[config.mk]
export PLATFORM = sky130hd
export DESIGN_NAME = input_io_ctrl
export DESIGN_NICKNAME = d
export VERILOG_FILES = /design/src/rtl/io_pkg.sv /design/src/rtl/io_debounce.sv /design/src/rtl/input_io_ctrl.sv
export SDC_FILE = /design/constraint.sdc
export NUM_CORES = 1
export LEC_CHECK = 0
export BUFFER_PORTS_ARGS = -buffer_cell sky130_fd_sc_hd__buf_2
export CORE_ASPECT_RATIO = 2
export CORE_MARGIN = 3
export CORE_UTILIZATION = 63
export CTS_CLUSTER_DIAMETER = 80
export DETAILED_ROUTE_END_ITERATION = 10
export GPL_TIMING_DRIVEN = 0
export PLACE_DENSITY_LB_ADDON = 0.12
export SLEW_MARGIN = 0
export SYNTH_ARGS = -nofsm -noshare
export SYNTH_HDL_FRONTEND = slang
export SYNTH_SLANG_ARGS = --single-unit
[constraint.sdc]
create_clock -name i_clk -period 6.06 [get_ports i_clk]
set_input_delay 0.303 -clock i_clk [delete_from_list [all_inputs] [get_ports i_clk]]
set_output_delay 0.303 -clock i_clk [all_outputs]
set_load 0.05 [all_outputs]
[src/rtl/io_pkg.sv]
`default_nettype none
// ============================================================================
// Module  : io_pkg
// Purpose : Shared definitions for the switch/button input controller:
//           LSU register addresses and the debounce channel state type.
// Ports   : none (package)
// Config  : none
// Revision: 1.0 - initial release
// ============================================================================
package io_pkg;

  // LSU register map (byte addresses; only bits [3:2] are decoded)
  localparam logic [3:0] IO_SW_ADDR    = 4'h0;
  localparam logic [3:0] IO_BTN_ADDR   = 4'h4;
  localparam logic [3:0] IO_PRESS_ADDR = 4'h8;
  localparam logic [3:0] IO_STAT_ADDR  = 4'hC;

  typedef enum logic {
    DB_IDLE   = 1'b0,
    DB_SETTLE = 1'b1
  } db_state_e;

  // Word index of a byte address
  function automatic logic [1:0] word_sel(input logic [3:0] addr);
    return addr[3:2];
  endfunction

endpackage
`default_nettype wire

[src/rtl/io_debounce.sv]
`default_nettype none
// ============================================================================
// Module  : io_debounce
// Purpose : Multi-stage synchroniser followed by a whole-word debouncer.
//           A new synchronised value must be seen DEBOUNCE_CYCLES+1
//           consecutive times before it is committed to o_stable.
// Ports   : i_clk      - clock
//           i_rst_n    - asynchronous active-low reset
//           i_din      - raw asynchronous input word
//           o_stable   - debounced (committed) word
//           o_settling - 1 while a candidate word is being qualified
// Config  : none
// Revision: 1.0 - initial release
// ============================================================================
module io_debounce
  import io_pkg::*;
#(
  parameter int WIDTH           = 32,
  parameter int SYNC_STAGES     = 2,
  parameter int DEBOUNCE_CYCLES = 4,
  parameter int CNT_W           = $clog2(DEBOUNCE_CYCLES + 1)
) (
  input  logic             i_clk,
  input  logic             i_rst_n,
  input  logic [WIDTH-1:0] i_din,
  output logic [WIDTH-1:0] o_stable,
  output logic             o_settling
);

  localparam logic [CNT_W-1:0] C_CNT_ONE = CNT_W'(1);
  localparam logic [CNT_W-1:0] C_CNT_MAX = CNT_W'(DEBOUNCE_CYCLES);

  logic [SYNC_STAGES-1:0][WIDTH-1:0] r_sync;
  logic [WIDTH-1:0]                  w_s;
  db_state_e                         r_state;
  logic [WIDTH-1:0]                  r_cand;
  logic [WIDTH-1:0]                  r_stable;
  logic [CNT_W-1:0]                  r_cnt;

  // Stage 0 captures the pin; each later stage copies its predecessor.
  always_ff @(posedge i_clk or negedge i_rst_n) begin
    if (!i_rst_n) begin
      r_sync <= '0;
    end else begin
      r_sync[0] <= i_din;
      for (int i = 1; i < SYNC_STAGES; i++) begin
        r_sync[i] <= r_sync[i-1];
      end
    end
  end

  assign w_s = r_sync[SYNC_STAGES-1];

  always_ff @(posedge i_clk or negedge i_rst_n) begin
    if (!i_rst_n) begin
      r_state  <= DB_IDLE;
      r_cand   <= '0;
      r_stable <= '0;
      r_cnt    <= '0;
    end else begin
      case (r_state)
        DB_IDLE: begin
          if (w_s != r_stable) begin
            r_cand  <= w_s;
            r_cnt   <= C_CNT_ONE;
            r_state <= DB_SETTLE;
          end
        end
        DB_SETTLE: begin
          if (w_s != r_cand) begin
            if (w_s == r_stable) begin
              // Input bounced back to the committed value
              r_cnt   <= '0;
              r_state <= DB_IDLE;
            end else begin
              // A different new value: qualify it from scratch
              r_cand <= w_s;
              r_cnt  <= C_CNT_ONE;
            end
          end else if (r_cnt == C_CNT_MAX) begin
            r_stable <= r_cand;
            r_cnt    <= '0;
            r_state  <= DB_IDLE;
          end else begin
            r_cnt <= r_cnt + C_CNT_ONE;
          end
        end
      endcase
    end
  end

  assign o_stable   = r_stable;
  assign o_settling = (r_state == DB_SETTLE);

endmodule
`default_nettype wire

[src/rtl/input_io_ctrl.sv]
`default_nettype none
// ============================================================================
// Module  : input_io_ctrl
// Purpose : Switch/button front end for the LSU. Debounces both input words,
//           latches button rising edges into sticky W1C press flags and
//           serves four registers over a 1-cycle-latency read port.
// Ports   : i_clk, i_rst_n       - clock, asynchronous active-low reset
//           i_io_sw, i_io_btn    - raw asynchronous pins (32 bits each)
//           i_rd_en, i_wr_en     - LSU read / write strobes
//           i_addr               - byte address, bits [3:2] decoded
//           i_wdata              - write data (W1C clear mask for 0x8)
//           o_rdata, o_rvalid    - registered read data and its qualifier
//           o_irq                - |press flags (only with IO_IRQ_EN)
// Config  : IO_IRQ_EN - when defined adds the o_irq port and its register
// Revision: 1.0 - initial release
// ============================================================================
module input_io_ctrl
  import io_pkg::*;
#(
  parameter int SYNC_STAGES     = 2,
  parameter int DEBOUNCE_CYCLES = 4,
  parameter int CNT_W           = $clog2(DEBOUNCE_CYCLES + 1)
) (
  input  logic        i_clk,
  input  logic        i_rst_n,
  input  logic [31:0] i_io_sw,
  input  logic [31:0] i_io_btn,
  input  logic        i_rd_en,
  input  logic        i_wr_en,
  input  logic [3:0]  i_addr,
  input  logic [31:0] i_wdata,
  output logic [31:0] o_rdata,
  output logic        o_rvalid
`ifdef IO_IRQ_EN
  ,
  output logic        o_irq
`endif
);

  logic [31:0] w_sw_stable;
  logic [31:0] w_btn_stable;
  logic        w_sw_settling;
  logic        w_btn_settling;
  logic [31:0] r_btn_prev;
  logic [31:0] r_press;
  logic [31:0] w_rise;
  logic        w_press_wr;
  logic [31:0] w_rd_mux;
  logic [31:0] r_rdata;
  logic        r_rvalid;
  logic        w_unused_addr;

  // Byte-lane bits are not decoded
  assign w_unused_addr = ^i_addr[1:0];

  io_debounce #(
    .WIDTH          (32),
    .SYNC_STAGES    (SYNC_STAGES),
    .DEBOUNCE_CYCLES(DEBOUNCE_CYCLES),
    .CNT_W          (CNT_W)
  ) u_sw_db (
    .i_clk     (i_clk),
    .i_rst_n   (i_rst_n),
    .i_din     (i_io_sw),
    .o_stable  (w_sw_stable),
    .o_settling(w_sw_settling)
  );

  io_debounce #(
    .WIDTH          (32),
    .SYNC_STAGES    (SYNC_STAGES),
    .DEBOUNCE_CYCLES(DEBOUNCE_CYCLES),
    .CNT_W          (CNT_W)
  ) u_btn_db (
    .i_clk     (i_clk),
    .i_rst_n   (i_rst_n),
    .i_din     (i_io_btn),
    .o_stable  (w_btn_stable),
    .o_settling(w_btn_settling)
  );

  assign w_rise     = w_btn_stable & ~r_btn_prev;
  assign w_press_wr = i_wr_en && (word_sel(i_addr) == word_sel(IO_PRESS_ADDR));

  // OR-ing the rise after the clear mask lets a same-cycle press win
  always_ff @(posedge i_clk or negedge i_rst_n) begin
    if (!i_rst_n) begin
      r_btn_prev <= '0;
      r_press    <= '0;
    end else begin
      r_btn_prev <= w_btn_stable;
      if (w_press_wr) begin
        r_press <= (r_press & ~i_wdata) | w_rise;
      end else begin
        r_press <= r_press | w_rise;
      end
    end
  end

  always_comb begin
    w_rd_mux = '0;
    case (word_sel(i_addr))
      word_sel(IO_SW_ADDR):    w_rd_mux = w_sw_stable;
      word_sel(IO_BTN_ADDR):   w_rd_mux = w_btn_stable;
      word_sel(IO_PRESS_ADDR): w_rd_mux = r_press;
      word_sel(IO_STAT_ADDR):  w_rd_mux = {30'b0, w_btn_settling, w_sw_settling};
      default:                 w_rd_mux = '0;
    endcase
  end

  // Read data is captured before any same-cycle W1C takes effect
  always_ff @(posedge i_clk or negedge i_rst_n) begin
    if (!i_rst_n) begin
      r_rdata  <= '0;
      r_rvalid <= 1'b0;
    end else begin
      r_rvalid <= i_rd_en;
      if (i_rd_en) begin
        r_rdata <= w_rd_mux;
      end
    end
  end

  assign o_rdata  = r_rdata;
  assign o_rvalid = r_rvalid;

`ifdef IO_IRQ_EN
  logic r_irq;

  always_ff @(posedge i_clk or negedge i_rst_n) begin
    if (!i_rst_n) begin
      r_irq <= 1'b0;
    end else begin
      r_irq <= |r_press;
    end
  end

  assign o_irq = r_irq;
`endif

endmodule
`default_nettype wire

# ---- After elaboration in Yosys (flattened, before gate mapping)
# Index checks and enable logic that the tools add are counted.
dict set report classes {
  n_addsub 2
  eq_ne 17
  n_mux 30
  n_bitwise 10
  reduce_logical 6
}
# cell count
set op_table {}
lappend op_table {{$mux W32} 7}
lappend op_table {{$ne A32 B32 Y1} 4}
lappend op_table {{$pmux W32 S2} 2}
lappend op_table {{$pmux W32 S4} 1}
lappend op_table {{$and A32 B32 Y32} 2}
lappend op_table {{$eq A32 B32 Y1} 2}
lappend op_table {{$not A32 Y32} 2}
lappend op_table {{$or A32 B32 Y32} 2}
lappend op_table {{$mux W3} 6}
lappend op_table {{$pmux W3 S2} 2}
lappend op_table {{$reduce_and A3 Y1} 4}
lappend op_table {{$mux W1} 10}
lappend op_table {{$ne A2 B2 Y1 const B} 4}
lappend op_table {{$add A3 B1 Y3 const B} 2}
lappend op_table {{$eq A3 B3 Y1 const B} 2}
lappend op_table {{$eq A2 B2 Y1 const B} 2}
lappend op_table {{$ne A2 B1 Y1 const B} 2}
lappend op_table {{$not A1 Y1} 4}
lappend op_table {{$pmux W1 S2} 2}
lappend op_table {{$eq A2 B1 Y1 const B} 1}
lappend op_table {{$logic_not A2 Y1} 1}
lappend op_table {{$logic_and A1 B1 Y1} 1}
dict set report word_totals {
  ff_bits 361
  in_bits 104
  out_inout_bits 33
  word_cells 81
}

# ---- Longest topological paths before layout
# Gate-level depths: netlist of run 1.
dict set report depth {
  word_depth 4
  ltp_mapped 8
  ltp_nobuf 6
}

# ---- Cells and area by module
# Synthesis of run 1 repeated with hierarchy kept, for this count alone.
dict set report unflattened {
  cells_unflattened 1033
  area_unflattened_um2 14352.5
}
# module instances cells_each area_per_inst_um2 seq_area_each_um2
set modules_own_cells {}
lappend modules_own_cells {io_debounce 2 329 5127.4 3303.2}
lappend modules_own_cells {input_io_ctrl 1 375 4097.7 2427.3}

# ---- Worst setup path after synthesis of run 1
# No wires, ideal clock.
dict set report synth_timing {
  path_kind {register to register}
  start {register u_sw_db.r_sync (netlist bit u_sw_db.w_s[20])}
  end {register u_sw_db.r_stable[10] (netlist: u_sw_db.o_stable[10])}
  setup_ns 0.125
  arrival_ns 1.934
  t_required_ns 5.935
  slack_ns 4.002
  stages_incl_launch_ff 8
  path_buffers 1
  period_less_slack_ns 2.058
  path_cell_list {dfrtp_1 > xnor2_1 > nand4_1 > nor4_1 > nand2_1 > nor3_2 > buf_4 > mux2_2}
}
dict set report synth_between {
  elab_chain_cells 3
}
# element line_no
set synth_lines {}
lappend synth_lines {{from (decl)} io_debounce.sv:33} ;# logic [SYNC_STAGES-1:0][WIDTH-1:0] r_sync;
lappend synth_lines {{from (signal, indexed assignment)} io_debounce.sv:47} ;# r_sync[i] <= r_sync[i-1];
lappend synth_lines {{$ne A32 B32 Y1} io_debounce.sv:70} ;# if (w_s != r_cand) begin
lappend synth_lines {{$not A1 Y1 (no line)} --}
lappend synth_lines {{$reduce_and A3 Y1 (no line)} --}
lappend synth_lines {{to (signal assigned)} io_debounce.sv:81} ;# r_stable <= r_cand;
lappend synth_lines {{to (decl)} io_debounce.sv:37} ;# logic [WIDTH-1:0] r_stable;
# No other way between the ends.
# A chain may end at the register's enable or synchronous reset.

# ---- Worst setup path after layout of run 1
dict set report layout_timing {
  start {register u_sw_db.r_sync (netlist bit u_sw_db.w_s[20])}
  end {register u_sw_db.r_cand[7]}
}
dict set report layout_between {
  elab_chain_cells 3
  elab_cells_between_ends 7
  classes_between {6 x eq/ne; 1 x reduce/logical}
}
# element line_no
set layout_lines {}
lappend layout_lines {{$ne A32 B32 Y1, or another cell as far along} io_debounce.sv:70}
lappend layout_lines {{$ne A2 B2 Y1 (no line) or $ne A2 B1 Y1 (tied branches)} --}
lappend layout_lines {{$reduce_and A3 Y1 (no line) (*)} --}
lappend layout_lines {{to (signal assigned)} io_debounce.sv:64} ;# r_cand <= w_s;
lappend layout_lines {{to (signal assigned)} io_debounce.sv:77} ;# r_cand <= w_s;
lappend layout_lines {{to (decl)} io_debounce.sv:36} ;# logic [WIDTH-1:0] r_cand;
# Every way passes the cells marked *; elsewhere a longest branch is shown, timed or not.

==> results of run 1 <==
[logic make-up after synthesis]
family          count (synthesis)  share of synthesized area, %
compound gates                103                          3.92
xor+xnor                      125                          7.85
fa+ha+maj                       4                         0.359
buf+inv                        71                          2.34
flops                         361                          64.8
mux                           164                          13.3
simple gates                  213                          7.48
[power groups by stage]
stage	sequential, uW	combinational (uW)	clock (uW)
2_1_floorplan	2680	133	0
3_3_place_gp	2620	372	0
3_5_place_dp	2630	385	0
4_1_cts	2580	423	2070
5_1_grt	2590	450	2160
6_report	2580	419	2040
[worst min path at each step]
stage / endpoint / depth (start not counted)
2_1_floorplan: o_rdata[0] / 0
3_3_place_gp: u_btn_db.w_s[22] / 0
3_5_place_dp: u_sw_db.r_sync[3] / 1
4_1_cts: r_press[9] / 4
5_1_grt: r_press[9] / 4
6_report: r_press[2] / 4
[repair_timing]
action                     CTS  global route
setup endpoints to repair    0             0
hold endpoints to repair   137             0
hold buffers                69             0
gates resized for setup      0             0
[per-layer routing]
metal	wire [um]	part of all wire [%]	vias to the layer above	track usage [%]
met5	0	0	-	0
met4	2590	7.4	0	19.1
met3	961	2.8	89	2.77
met2	19300	55	223	55.3
met1	12000	34	4393	32.1
li1	-	-	3994	-
[layout make-up]
type	instances	area, um^2	area share [%]
Buffer	35	191	1.14
Timing Repair Buffer	204	1440	8.60
Clock inverter	8	119	0.708
Tap cell	273	342	2.03
Multi-Input combinational cell	609	4590	27.3
Clock buffer	48	940	5.60
Inverter	36	135	0.805
Sequential cell	361	9030	53.8
[layout by cell type, fill, tap and decap left out, types with 2 or more instances in the layout]
cell type,netlist,final
nor2b_1,4,4
clkinv_2,0,4
buf_6,6,6
nor2_1,68,68
clkbuf_1,19,26
nand2b_1,6,6
xor2_1,34,34
buf_1,4,4
mux2i_1,32,32
dlygate4sd3_1,0,69
nand4_1,25,25
clkbuf_8,0,10
and3_1,3,3
o31ai_1,2,2
a21oi_1,62,62
nand2_1,72,72
buf_16,0,3
ha_1,4,4
o21ai_0,32,32
clkbuf_16,0,31
inv_1,36,36
mux2_2,124,124
mux2_4,6,6
nor3_2,3,3
and4_1,3,3
buf_2,3,134
or3b_1,2,2
buf_4,3,3
nand4b_1,2,2
bufinv_16,0,3
nand3_1,2,2
dfrtp_1,361,361
mux4_2,2,2
a221o_1,2,2
xnor2_1,91,91
a22o_1,2,2
nor4_1,18,18
[critical path, delay by kind of cell (launching register included)]
family                    cells  cell delay (ns)
xor gates and xnor gates      1             0.51
muxes                         1             0.39
and+or+nand+nor               3             1.17
DFF                           1             0.42
buffers and inverters         1             0.40
AOI/OAI and AO/OA             1             0.47
[flip-flops by register name (all words and copies together), names as in the netlist]
name and count:
u_btn_db.r_cand 32, u_sw_db.r_sync 32, u_btn_db.o_settling 1, u_btn_db.r_cnt 3
u_sw_db.o_settling 1, u_sw_db.r_cnt 3, u_sw_db.r_cand 32, u_sw_db.o_stable 32
r_btn_prev 32, r_press 32, u_sw_db.w_s 32, u_btn_db.o_stable 32
o_rvalid 1, o_rdata 32, u_btn_db.r_sync 32, u_btn_db.w_s 32
[metrics by stage]
stage	instance area [um^2]	total power [uW]	std cells
floorplan	13900	2810	1041
CTS	16800	5070	1574
finish	16800	5040	1574
detailed placement	15000	3010	1449
global route	16800	5200	1574
global placement	14900	3000	1446
==> metrics.md, run 1 <==
| Metric | Value |
|---|---|
| Seq/Total Area, Yosys | 64.8% |
| Cell area after synthesis | 0.0139 mm^2 |
| Reg-to-Reg Start | u_sw_db.w_s[20] |
| Synthesis-to-layout area growth | 20.4% |
| Largest cells by area after synthesis | dfrtp_1 65%, mux2_2 10%, xnor2_1 5.7% |
| Slew margin rel. | 39.2% |
| Via count | 8,699 |
| Largest net degree at the start of global routing | 127 |
| Peak Freq | 0.286 GHz |
| Post-Syn Nets | 1,149 |
| Setup repair after global routing missed its margin | no |
| Total Routed Length | 34,900 um |
| Drt wl/cell | 22.2 um |
| Final ANT Viol Nets | 0 |
| Cell taking the most area after synthesis | dfrtp_1 |
| I/O pin cnt | 137 |
| Crit path from | u_sw_db.w_s[20] |
| Nets@finish | 1,385 |
| Number of port buffers | 132 |
| Slew Viols, Final | 0 |
| Yosys reg bits | 361 |
| Commonest cells post-synth | 361 x dfrtp_1, 124 x mux2_2, 91 x xnor2_1 |
| Clock Latency Late Sink | 0.56 ns |
| Yosys warning total | 0 |
| Hold path startpoint | i_wdata[2] |
| Post-CTS Setup Inserts | 0 |
| Share of cells above drive strength 1 | 25.7% |
| Maximum VDD drop | 284 uV |
| EDFF count, synth | 0 |
| Die W | 111 um |
| Clock transition at path regs | 0.07 ns |
| Syn_area_per_cell | 13.4 um^2 |
| Fin crit share | 57.7% |
| Switch share | 23.7% |
| Sink Count | 361 |
| Worst Path Max Fanout | 10 |
| Row cnt | 76 |
| Net switching power | 1190 uW |
| Area of the core | 0.0217 mm^2 |
| Flop2flop setup slack | 2.57 ns |
| CP max stage delay | 0.81 ns |
| FF-to-FF End | u_sw_db.r_cand[7] |
| CP arrival | 3.94 ns |
| Critical Path, Cell by Cell | xnor2_1 > nand4_1 > nor4_1 > nand2_1 > o21ai_1 > buf_2 > mux2_2 |
| CTS max path bufs | 3 |
| First-pass GRT wire length | 53,900 um |
| GPL Wtd Cong | 0.911 |
| LEAKAGE | 0.00763 uW |
| Top cell type's share of synthesized area | 64.8% |
| Die H | 216 um |
| Final min period | 3.49 ns |
| Post-synth cell types | 39 |
| Final setup violation count | 0 |
| Ant diodes | 0 |
| Total of max-cap violations | 0 |
| Initial drt markers | 624 |
| Combinational power share | 8.3% |
| Gate Count Post-Synth | 1,041 |
| HPWL after detailed placement | 25,100 um |
| Fin util | 77.4% |
| Setup crit start kind | flip-flop |
| Seq pwr share | 51.2% |
| Worst EP required | 6.50 ns |
| Pint | 3850 uW |
| Register-to-Register Path Depth | 7 |
| Gr usage total | 29.9% |
| Clk root buf | clkbuf_16 |
| Count leader, synth | dfrtp_1 |
| Setup crit end | u_sw_db.r_cand[7] |
| H-Tree Level Count | 1 |
| Status | completed |
| Post-route DRC | 0 |
| Primary FF master, synth | dfrtp_1 |
| Setup CP Type | flip-flop to flip-flop |
| Via count normalized by instance count | 5.53 |
| Dpl ws | 2.73 ns |
| Final hold vios | 0 |
| Antenna violations before repair | 0 |
| Die area | 0.0241 mm^2 |
| Aggregate negative setup slack | 0 ns |
| CP endpoint kind | flip-flop |
| Power per cell area | 300 mW/mm^2 |
| Asr flop ratio synth | 100% |
| Worst hold slack | 0.0242 ns |
| Drt pass-1 iters | 4 |
| CTS tree | built |
| Initial Util | 64.3% |
| Slew @ Worst Pin | 0.904 ns |
| Clock share of power | 40.4% |
| Grt ovf | 0 |
| Vias in the first global route | 9,520 |
| Fillcell total | 1,352 |
| Skew final | 0.0135 ns |
| CP max stage cell | nor4_1 |
| CTS buffer count | 30 |
| HP Class | input port to flip-flop |
| Post-route setup slack | 2.57 ns |
Note: power is estimated with default switching activity, not from simulation.
==> run 2, diff against run 1 <==
--- a/config.mk
+++ b/config.mk
@@ -5,10 +5,11 @@
 export SDC_FILE = /design/constraint.sdc
 export NUM_CORES = 1
 export LEC_CHECK = 0
+export ABC_AREA = 1
 export BUFFER_PORTS_ARGS = -buffer_cell sky130_fd_sc_hd__buf_2
 export CORE_ASPECT_RATIO = 2
 export CORE_MARGIN = 3
-export CORE_UTILIZATION = 63
+export CORE_UTILIZATION = 54
 export CTS_CLUSTER_DIAMETER = 80
 export DETAILED_ROUTE_END_ITERATION = 10
 export GPL_TIMING_DRIVEN = 0
==> constraint.sdc (replaced) <==
create_clock -name i_clk -period 2.9 [get_ports i_clk]
set_input_delay 0.145 -clock i_clk [delete_from_list [all_inputs] [get_ports i_clk]]
set_output_delay 0.145 -clock i_clk [all_outputs]
set_load 0.05 [all_outputs]
==> run 2 against run 1 <==
Effect of this change:
- critical path depth increased by 3
- register-to-register slack got worse by 2.1 ns
- fmax increased by 46%
- critical path type unchanged
- largest cell class unchanged
- clock power increased by 120%
==> metrics.md, run 2 <==
| Metric | Value |
|---|---|
| Status | completed |
| Cell taking the most area after synthesis | dfrtp_1 |
| Crit path buf inv count | 1 (unchanged) |
| I/O pin cnt | 137 (unchanged) |
| Most frequent CP cell | nand2_1 |
| Slew @ Worst Pin | 0.700 ns (-0.204 ns) |
| CTS buffer count | 31 (+3.3%) |
| Final ANT Viol Nets | 0 (unchanged) |
| Via count normalized by instance count | 5.15 (-6.8%) |
| Clock Latency Late Sink | 0.57 ns (about the same) |
| Setup CP Type | flip-flop to flip-flop |
| Register area | 0.00903 mm^2 (unchanged) |
| Most common cell after layout, fill and taps aside | nand2_1 |
| CTS max path bufs | 3 (unchanged) |
| CP endpoint kind | flip-flop |
| Antenna violations before repair | 0 (unchanged) |
| Post-route DRC | 0 (unchanged) |
| Die H | 244 um (+13%) |
| HP Class | input port to flip-flop |
| Commonest cells post-synth | 631 x nand2_1, 361 x dfrtp_1, 182 x nand3_1 |
| Net switching power | 2600 uW (+120%) |
| Setup repair after global routing missed its margin | no |
| Count leader, synth | nand2_1 |
| Primary FF master, synth | dfrtp_1 |
| Gate Count Post-Synth | 1,745 (+68%) |
| Final min period | 2.39 ns (-1.10 ns) |
| Dpl ws | 0.504 ns (-2.22 ns) |
| Post-route setup slack | 0.507 ns (-2.06 ns) |
| Fin util | 67.2% (-10 points) |
| Initial Util | 55.2% (-9.1 points) |
| Post_cts resized | 0 (unchanged) |
| Final hold vios | 0 (unchanged) |
| Via count | 12,300 (+42%) |
| Fillcell total | 2,319 (+72%) |
| Area of the multi-input gates | 0.00528 mm^2 (+15%) |
| GPL Wtd Cong | 0.967 (+6.1%) |
| Syn_area_per_cell | 8.78 um^2 (-34%) |
| CP max stage cell | xnor2_1 |
| Drt pass-1 iters | 7 (+3) |
| Maximum VDD drop | 572 uV (+100%) |
| Top cell type's share of synthesized area | 59.0% (-5.8 points) |
| Grt ovf | 0 (unchanged) |
| Switch share | 24.2% (+0.54 points) |
| First-pass GRT wire length | 69,700 um (+29%) |
| Post-Syn Nets | 1,853 (+61%) |
| Yosys warning total | 0 (unchanged) |
| Synthesis-to-layout area growth | 21.7% |
| Die area | 0.0306 mm^2 (+27%) |
| Commonest cells after routing, fill and taps aside | 631 x nand2_1, 361 x dfrtp_1, 182 x nand3_1 |
| Total Power | 10,800 uW (+110%) |
| Power per cell area | 577 mW/mm^2 (+92%) |
| Row cnt | 86 (+13%) |
| Nets@finish | 2,125 (+53%) |
| Ant diodes | 0 (unchanged) |
| Clock share of power | 41.2% (+0.8 points) |
| Total Routed Length | 45,500 um (+31%) |
| Yosys reg bits | 361 (unchanged) |
| Critical Path, Cell by Cell | xnor2_1 > nand2_1 > nor2_1 > nand2_1 > nor2_2 > nand3_2 > nand2_4 > buf_6 > nand2_1 > nand2_1 |
| CP arrival | 2.90 ns (-1.04 ns) |
| Die W | 125 um (+12%) |
| Seq/Total Area, Yosys | 59.0% (-5.8 points) |
| H-Tree Level Count | 1 (unchanged) |
| Slew Viols, Final | 0 (unchanged) |
| Initial drt markers | 733 (+17%) |
| Post-Place Cells | 2,234 (+54%) |
| Clk root buf | clkbuf_16 |
| Share of cells above drive strength 1 | 14.0% (-12 points) |
| Number of port buffers | 134 (+1.5%) |
| Largest cells by area after synthesis | dfrtp_1 59%, nand2_1 15%, nand3_1 5.9% |
| EDFF count, synth | 0 (unchanged) |
| Aggregate negative setup slack | 0 ns (unchanged) |
| Vias in the first global route | 12,700 (+34%) |
| Worst EP required | 3.41 ns (-3.09 ns) |
| Seq pwr share | 50.2% (-1.0 points) |
| Gr usage total | 29.9% (+0.044 points) |
| Clock transition at path regs | 0.07 ns (about the same) |
| Cell Count, Final, Fillers Out | 2,394 (+52%) |
| Asr flop ratio synth | 100% (unchanged) |
| Area of the core | 0.0278 mm^2 (+28%) |
| Final setup violation count | 0 (unchanged) |
| HPWL after detailed placement | 34,900 um (+39%) |
| Fin crit share | 82.5% (+25 points) |
| Sink Count | 361 (unchanged) |
| CP max stage delay | 0.56 ns (-0.25 ns) |
| Combinational power share | 8.5% (+0.2 points) |
| Worst Path Max Fanout | 10 (unchanged) |
| Setup crit start kind | flip-flop |
| Peak Freq | 0.418 GHz (+46%) |
| Largest net degree at the start of global routing | 119 (-6.3%) |
| LEAKAGE | 0.00947 uW (+24%) |
| Slew margin rel. | 53.0% (+14 points) |
| Cell area after synthesis | 0.0153 mm^2 (+9.9%) |
| CP delay by family, top | simple AND/OR/NAND/NOR gates |
| Total of max-cap violations | 0 (unchanged) |
| Drt wl/cell | 19.0 um (-14%) |
| Pint | 8150 uW (+110%) |
| CTS tree | built |
| Skew final | 0.0198 ns (+0.00625 ns) |
| Post-synth cell types | 28 (-28%) |
[run 2: changes by cell type in the layout (fill, tap and decap cells not counted), moves of 32 or more]
cell / previous run / this run
o21ai_0: 32 / 67
dlygate4sd3_1: 69 / 102
mux2i_1: 32 / 0
inv_1: 36 / 131
nand2_1: 72 / 631
inv_2: 0 / 35
mux2_2: 124 / 0
a21oi_1: 62 / 6
nor2_1: 68 / 129
nand3_1: 2 / 182
xnor2_1: 91 / 56
[run 2: path summary, 6_finish.rpt]
path	start	endpoint	slack, ns	cells past startpoint
max reg2reg	u_btn_db.w_s[6]	u_btn_db.r_cand[16]	0.51	10
min	i_addr[3]	o_rdata[0]	0.05	5
min reg2reg	u_btn_db.r_sync[9]	u_btn_db.w_s[9]	0.34	0
min in group asynchronous	i_rst_n	u_sw_db.w_s[15]	0.08	2
max in group asynchronous	i_rst_n	r_press[30]	1.45	4
max	u_btn_db.w_s[6]	u_btn_db.r_cand[16]	0.51	10
[run 2: logic make-up (layout without fill, tap and decap cells)]
family / Yosys count / count (layout) / share of synthesized area, %
AND/OR/NAND/NOR: 984 / 984 / 26.5
buffers and inverters: 232 / 529 / 6.59
AO/OA/AOI/OAI: 105 / 105 / 4.20
XOR/XNOR: 59 / 59 / 3.37
adder cells (fa/ha/maj): 4 / 4 / 0.327
flip-flops: 361 / 361 / 59.0
[run 2: layout make-up]
class,instances,share of cell area [%]
Tap cell,352,2.36
Inverter,175,3.52
Multi-Input combinational cell,1152,28.3
Clock inverter,15,1.13
Clock buffer,43,4.78
Buffer,57,1.89
Timing Repair Buffer,239,9.57
Sequential cell,361,48.4
[run 2: worst reg2reg max path: stages, from the launching register on]
cell and delay (ns):
dfrtp_1 0.42, xnor2_1 0.56, nand2_1 0.12, nor2_1 0.22, nand2_1 0.09, nor2_2 0.18, nand3_2 0.22, nand2_4 0.20
buf_6 0.18, nand2_1 0.07, nand2_1 0.06
[run 2: stage by stage]
step / hold slack [ns] / cell area [um^2]
final: 0.0535 / 18600
after global placement: 0.253 / 16400
after floorplan: -0.151 / 15300
after detailed placement: 0.106 / 16500
after global routing: 0.105 / 18600
after CTS: 0.0186 / 18600
[run 2: routing by layer]
metal	vias up	wire (um)	global-route usage (%)
li1	6021	-	-
met5	-	0	0
met4	0	4160	22.5
met1	5788	15100	29.0
met3	164	1180	2.38
met2	361	25100	57.4
[run 2: power groups by stage]
stage | sequential (uW) | clock, uW | combinational [uW]
finish | 5400 | 4430 | 917
global route | 5420 | 4700 | 1010
CTS | 5400 | 4520 | 923
detailed placement | 5490 | 0 | 813
global placement | 5490 | 0 | 784
floorplan | 5520 | 0 | 358
[run 2: timing repair]
item	4_1_cts	5_1_grt
setup buffers	0	0
endpoints found under the setup margin	0	0
hold buffers	102	0
hold endpoints to repair	201	0
